--- src/rtl/flight_mode_sequencer.sv ---
// Auto/Critical mode sequencer: switch debounce, receiver-link watchdog, mode arbitration
// and frame-aligned output commit. Define FAILSAFE_LATCH_EN to make FAILSAFE terminal until reset.
module flight_mode_sequencer #(
    parameter int unsigned DEBOUNCE_FRAMES = 3,
    parameter int unsigned LINK_TIMEOUT    = 1000000,
    parameter int unsigned RECOVER_FRAMES  = 8,
    parameter int unsigned TO_W            = 20
) (
    input  logic       Clk,
    input  logic       Rst_n,
    input  logic       Mode_Sw,
    input  logic       Rec_Frame,
    input  logic       Critical_Req,
    input  logic       SD_Ready,
    input  logic       Frame_Sync,
    output logic       Auto,
    output logic       Critical,
    output logic [1:0] Mode_State,
    output logic       Link_Lost,
    output logic       Reject
);
    typedef enum logic [1:0] {
        S_MANUAL   = 2'b00,
        S_ASSIST   = 2'b01,
        S_AUTO     = 2'b10,
        S_FAILSAFE = 2'b11
    } mode_e;

    localparam logic [3:0]      DEB_N  = 4'(DEBOUNCE_FRAMES);
    localparam logic [7:0]      RC_N   = 8'(RECOVER_FRAMES);
    localparam logic [TO_W-1:0] TO_MAX = TO_W'(LINK_TIMEOUT);
    localparam logic [TO_W-1:0] WD_ONE = TO_W'(1);

    mode_e           state_q, state_d;
    logic            deb_q, deb_d, deb_prev_q;
    logic [3:0]      dbc_q, dbc_d;
    logic [TO_W-1:0] wd_q, wd_d;
    logic [7:0]      rc_q, rc_d;
    logic            lost_q, lost_d;
    logic            auto_q, auto_d, crit_q, crit_d;
    logic            reject_q, reject_d;
    logic            timeout;

    always_comb begin
        deb_d = deb_q;
        dbc_d = dbc_q;
        if (Rec_Frame) begin
            if (Mode_Sw != deb_q) begin
                if (dbc_q + 4'd1 == DEB_N) begin
                    deb_d = ~deb_q;
                    dbc_d = '0;
                end else begin
                    dbc_d = dbc_q + 4'd1;
                end
            end else begin
                dbc_d = '0;
            end
        end

        // A frame arriving on the timeout cycle keeps the link alive.
        timeout = !Rec_Frame && (wd_q == TO_MAX);
        if (Rec_Frame)          wd_d = '0;
        else if (wd_q == TO_MAX) wd_d = wd_q;
        else                    wd_d = wd_q + WD_ONE;

        lost_d = lost_q;
        rc_d   = rc_q;
        if (!lost_q) begin
            rc_d = '0;
            if (timeout) lost_d = 1'b1;
        end else if (Rec_Frame) begin
            if (rc_q + 8'd1 == RC_N) begin
                lost_d = 1'b0;
                rc_d   = '0;
            end else begin
                rc_d = rc_q + 8'd1;
            end
        end else if (timeout) begin
            rc_d = '0;
        end

        state_d  = state_q;
        reject_d = 1'b0;
        if (lost_q) begin
            state_d = S_FAILSAFE;
        end else if (state_q == S_FAILSAFE) begin
`ifdef FAILSAFE_LATCH_EN
            state_d = S_FAILSAFE;
`else
            if (!deb_q && !Critical_Req) state_d = S_MANUAL;
`endif
        end else if (Critical_Req) begin
            case (state_q)
                S_MANUAL: state_d = S_ASSIST;
                S_AUTO:   state_d = S_FAILSAFE;
                default:  state_d = state_q;
            endcase
        end else if (deb_q) begin
            state_d  = SD_Ready ? S_AUTO : S_MANUAL;
            reject_d = !SD_Ready && !deb_prev_q;
        end else begin
            state_d = S_MANUAL;
        end

        // Failsafe entry bypasses the frame boundary; everything else commits the current state.
        auto_d = auto_q;
        crit_d = crit_q;
        if (state_d == S_FAILSAFE && state_q != S_FAILSAFE) begin
            auto_d = 1'b1;
            crit_d = 1'b1;
        end else if (Frame_Sync) begin
            {auto_d, crit_d} = state_q;
        end
    end

    always_ff @(posedge Clk or negedge Rst_n) begin
        if (!Rst_n) begin
            state_q    <= S_MANUAL;
            deb_q      <= 1'b0;
            deb_prev_q <= 1'b0;
            dbc_q      <= '0;
            wd_q       <= '0;
            rc_q       <= '0;
            lost_q     <= 1'b0;
            auto_q     <= 1'b0;
            crit_q     <= 1'b0;
            reject_q   <= 1'b0;
        end else begin
            state_q    <= state_d;
            deb_q      <= deb_d;
            deb_prev_q <= deb_q;
            dbc_q      <= dbc_d;
            wd_q       <= wd_d;
            rc_q       <= rc_d;
            lost_q     <= lost_d;
            auto_q     <= auto_d;
            crit_q     <= crit_d;
            reject_q   <= reject_d;
        end
    end

    assign Auto       = auto_q;
    assign Critical   = crit_q;
    assign Mode_State = state_q;
    assign Link_Lost  = lost_q;
    assign Reject     = reject_q;
endmodule
--- config.mk ---
export PLATFORM = sky130hd
export DESIGN_NAME = flight_mode_sequencer
export DESIGN_NICKNAME = d
export VERILOG_FILES = /design/src/rtl/flight_mode_sequencer.sv
export SDC_FILE = /design/constraint.sdc
export NUM_CORES = 1
export LEC_CHECK = 0
export BUFFER_PORTS_ARGS = -buffer_cell sky130_fd_sc_hd__buf_2
export CORE_UTILIZATION = 30
export DETAILED_ROUTE_END_ITERATION = 8
export PLACE_DENSITY = 0.41
export SYNTH_ARGS = -nofsm -noshare
export SYNTH_HDL_FRONTEND = slang
export SYNTH_SLANG_ARGS = --single-unit
--- constraint.sdc ---
create_clock -name Clk -period 2 [get_ports Clk]
set_clock_uncertainty 0.15 [all_clocks]
set_input_delay 0.2 -clock Clk [delete_from_list [all_inputs] [get_ports Clk]]
set_output_delay 0.2 -clock Clk [all_outputs]
set_load 0.03 [all_outputs]
==> impl_metrics.ini <==
[critical_path]
timing.rr.start = wd_q[7]
crit_arrival_ns = 1.92
cp_max_fo = 5
slowest_stage = nor4b_1
critPathLaunchType = flip-flop
r2r_end = Link_Lost
worst_setup_path_end_kind = flip-flop
crit_chain = nor4b_1 > nand4_1 > nor2_2 > buf_4 > a2bb2oi_1
slowest_delay_ns = 0.45
critPathCapture = Link_Lost
critPathKind = reg2reg
worstPathRequired_ns = 2.07
r2r_cells = 5
ff2ff_setup_slack_ns = 0.14
crit_path_start = wd_q[7]

[yosys]
netlist_area_um2 = 2190
synthCells = 235
synth_edf_count = 0
ys.warnings.count = 0
ys_ff_latch = 40
synthFlopType = dfrtp_1
synth_nets = 247
synthDistinctLibCells = 44
syn_area_per_cell_um2 = 9.33
seq_area_frac_synth = 0.456
synthArstFlopShare = 1.00

[routing]
vias = 1750
firstDrtPassIters = 4
routed_via_density = 4.86
drt-total-wl_mm = 4.90
drt_iter0_markers = 64
wl_per_cell_um = 13.6
ant_nets = 0
post-route-drc-count = 0

[finish]
drive_gt1_frac = 0.178
final_common_cell = dfrtp_1
fin_cells = 360
multiInputGateArea_um2 = 1090
syn2layout_area_growth_pct = 18.6
final_cell_mix = 40 x dfrtp_1, 22 x nand3_1, 21 x nor2_1
regArea_um2 = 1000
n_fill_cell = 732
antenna_cells = 0
fin_nets = 275

[power]
swShare = 0.285
power.share.sequential = 0.471
leakagePower_nw = 1.10
power.switching_w = 0.000585
ir_drop_mv = 0.437
pwr_density_cell_nw_per_um2 = 789
internal_power_w = 0.00147
clkPwrFrac = 0.357
p_comb_frac = 0.172

[clock_tree]
clk_pin_slew_ns = 0.08
postCtsSetupBuffers = 0
htreeDepth = 2
clockRootBuffer = clkbuf_8
numClockSinks = 40
cts_tree = built
worstSkewPairLatency_ns = 0.29
numCtsBuffers = 5
clock_path_buffers = 2

[timing]
finalCritPeriodShare = 0.929
hold_viol = 0
finalSetupViolCount = 0
relSlewSlack = 0.700
min_period_ns = 1.86
slew_viol_final = 0
fmax_mhz = 538
tightest_slew_ns = 0.444
rsz0062_at_grt = no
tns_ns = 0
fin_hold_ws_ns = 0.0191

[floorplan]
dieArea_um2 = 7660
die_x_um = 87.5
num_rows = 30
start_util = 0.316
die_h_um = 87.5
num_io_pins = 13
core_region_area_um2 = 6940

[placement]
port_buffers = 12
place_inst = 351
dp_hpwl_mm = 3.56
gp_congestion = 0.735

[global_routing]
grt_pass1_vias = 1737
grt_max_degree = 19
grt_first_pass_wirelength_mm = 8.45
antenna_found_initial = 0
grt_usage = 0.144
gr-total-overflow = 0

[run_status]
status = finished, final reports clean

[hold_path]
hold_path_class = in2reg

[run]
drv_cap = 0
worst min path at each step:
stage	startpoint	endpoint	slack, ns	cells after the start
after detailed placement	Rst_n	wd_q[7]	0.02	1
after floorplan	Rst_n	Auto	-0.25	0
final	Mode_Sw	deb_q	0.02	2
after CTS	Mode_Sw	deb_q	0.01	2
after global placement	Rst_n	wd_q[6]	0.03	1
after global routing	Mode_Sw	deb_q	0.008	2
area by class of cell:
cell class / instances / area share
repair buffers: 32 / 0.0818
clock buffers: 7 / 0.0370
clock inverters: 1 / 0.0115
inverters: 14 / 0.0202
well taps: 96 / 0.0462
flip-flops and latches: 40 / 0.385
multi-input cells: 170 / 0.418
per-layer routing:
| metal | share of wire | GRT usage | vias to the layer above |
|---|---|---|---|
| met5 | 0 | 0 | - |
| li1 | - | - | 897 |
| met2 | 0.45 | 0.232 | 24 |
| met4 | 0.0059 | 0.0402 | 0 |
| met1 | 0.52 | 0.195 | 827 |
| met3 | 0.024 | 0.0313 | 2 |
power by group through the flow:
stage / registers [W] / logic (W) / clock network [W]
after floorplan: 0.00102 / 0.000192 / 0
after detailed placement: 0.000983 / 0.000358 / 0
after global placement: 0.000984 / 0.000362 / 0
after CTS: 0.000968 / 0.000359 / 0.000758
after global routing: 0.000983 / 0.000398 / 0.000789
final: 0.000967 / 0.000354 / 0.000733
through the flow:
stage               instance area (um2)  utilization  setup WS, ns  power, W
finish                             2600        0.375         0.143   0.00205
global route                       2600        0.375        0.0174   0.00217
CTS                                2590        0.374        0.0849   0.00209
detailed placement                 2460        0.354         0.115   0.00134
global placement                   2460        0.354         0.140   0.00135
floorplan                          2190            -         0.235   0.00122
registers in the layout (all words and copies together), names as in the netlist:
name        count
Link_Lost       1
dbc_q           4
Critical        1
Auto            1
rc_q            8
wd_q           20
deb_prev_q      1
deb_q           1
Mode_State      2
Reject          1
worst max-delay path: cells and delay by family (launching register included):
kind                   cells  cell delay [ns]
buffers and inverters      1             0.16
AND/OR/NAND/NOR            3             0.88
AO/OA/AOI/OAI              1             0.15
flip-flops                 1             0.44
kinds of logic after synthesis:
kind of cell / synth area share
compound gates: 0.123
xor+xnor: 0.0639
fa+ha+maj: 0.0285
buf+inv: 0.0502
flops: 0.456
mux: 0.0297
simple gates: 0.249
Yosys cell counts (all sizes together), types with 4 or more instances:
cell type / instances / area (um2)
dfrtp: 40 / 1000
nor2: 22 / 85.1
mux2: 4 / 45.0
nand2: 19 / 71.3
nand3: 22 / 110
inv: 14 / 52.6
or3: 5 / 31.3
and4: 7 / 62.6
o22ai: 7 / 43.8
a21oi: 9 / 45.0
nor3: 4 / 20.0
ha: 5 / 62.6
clkbuf: 8 / 35.0
o21ai: 12 / 60.1
xnor2: 7 / 61.3
xor2: 9 / 78.8
nand4: 8 / 65.1
and2: 4 / 25.0
what timing repair did:
action	4_1_cts	5_1_grt
endpoints found under the hold margin	15	0
endpoints found under the setup margin	0	9
hold buffers	1	0
resized for setup	0	1
Power figures use the tool's default switching activity.
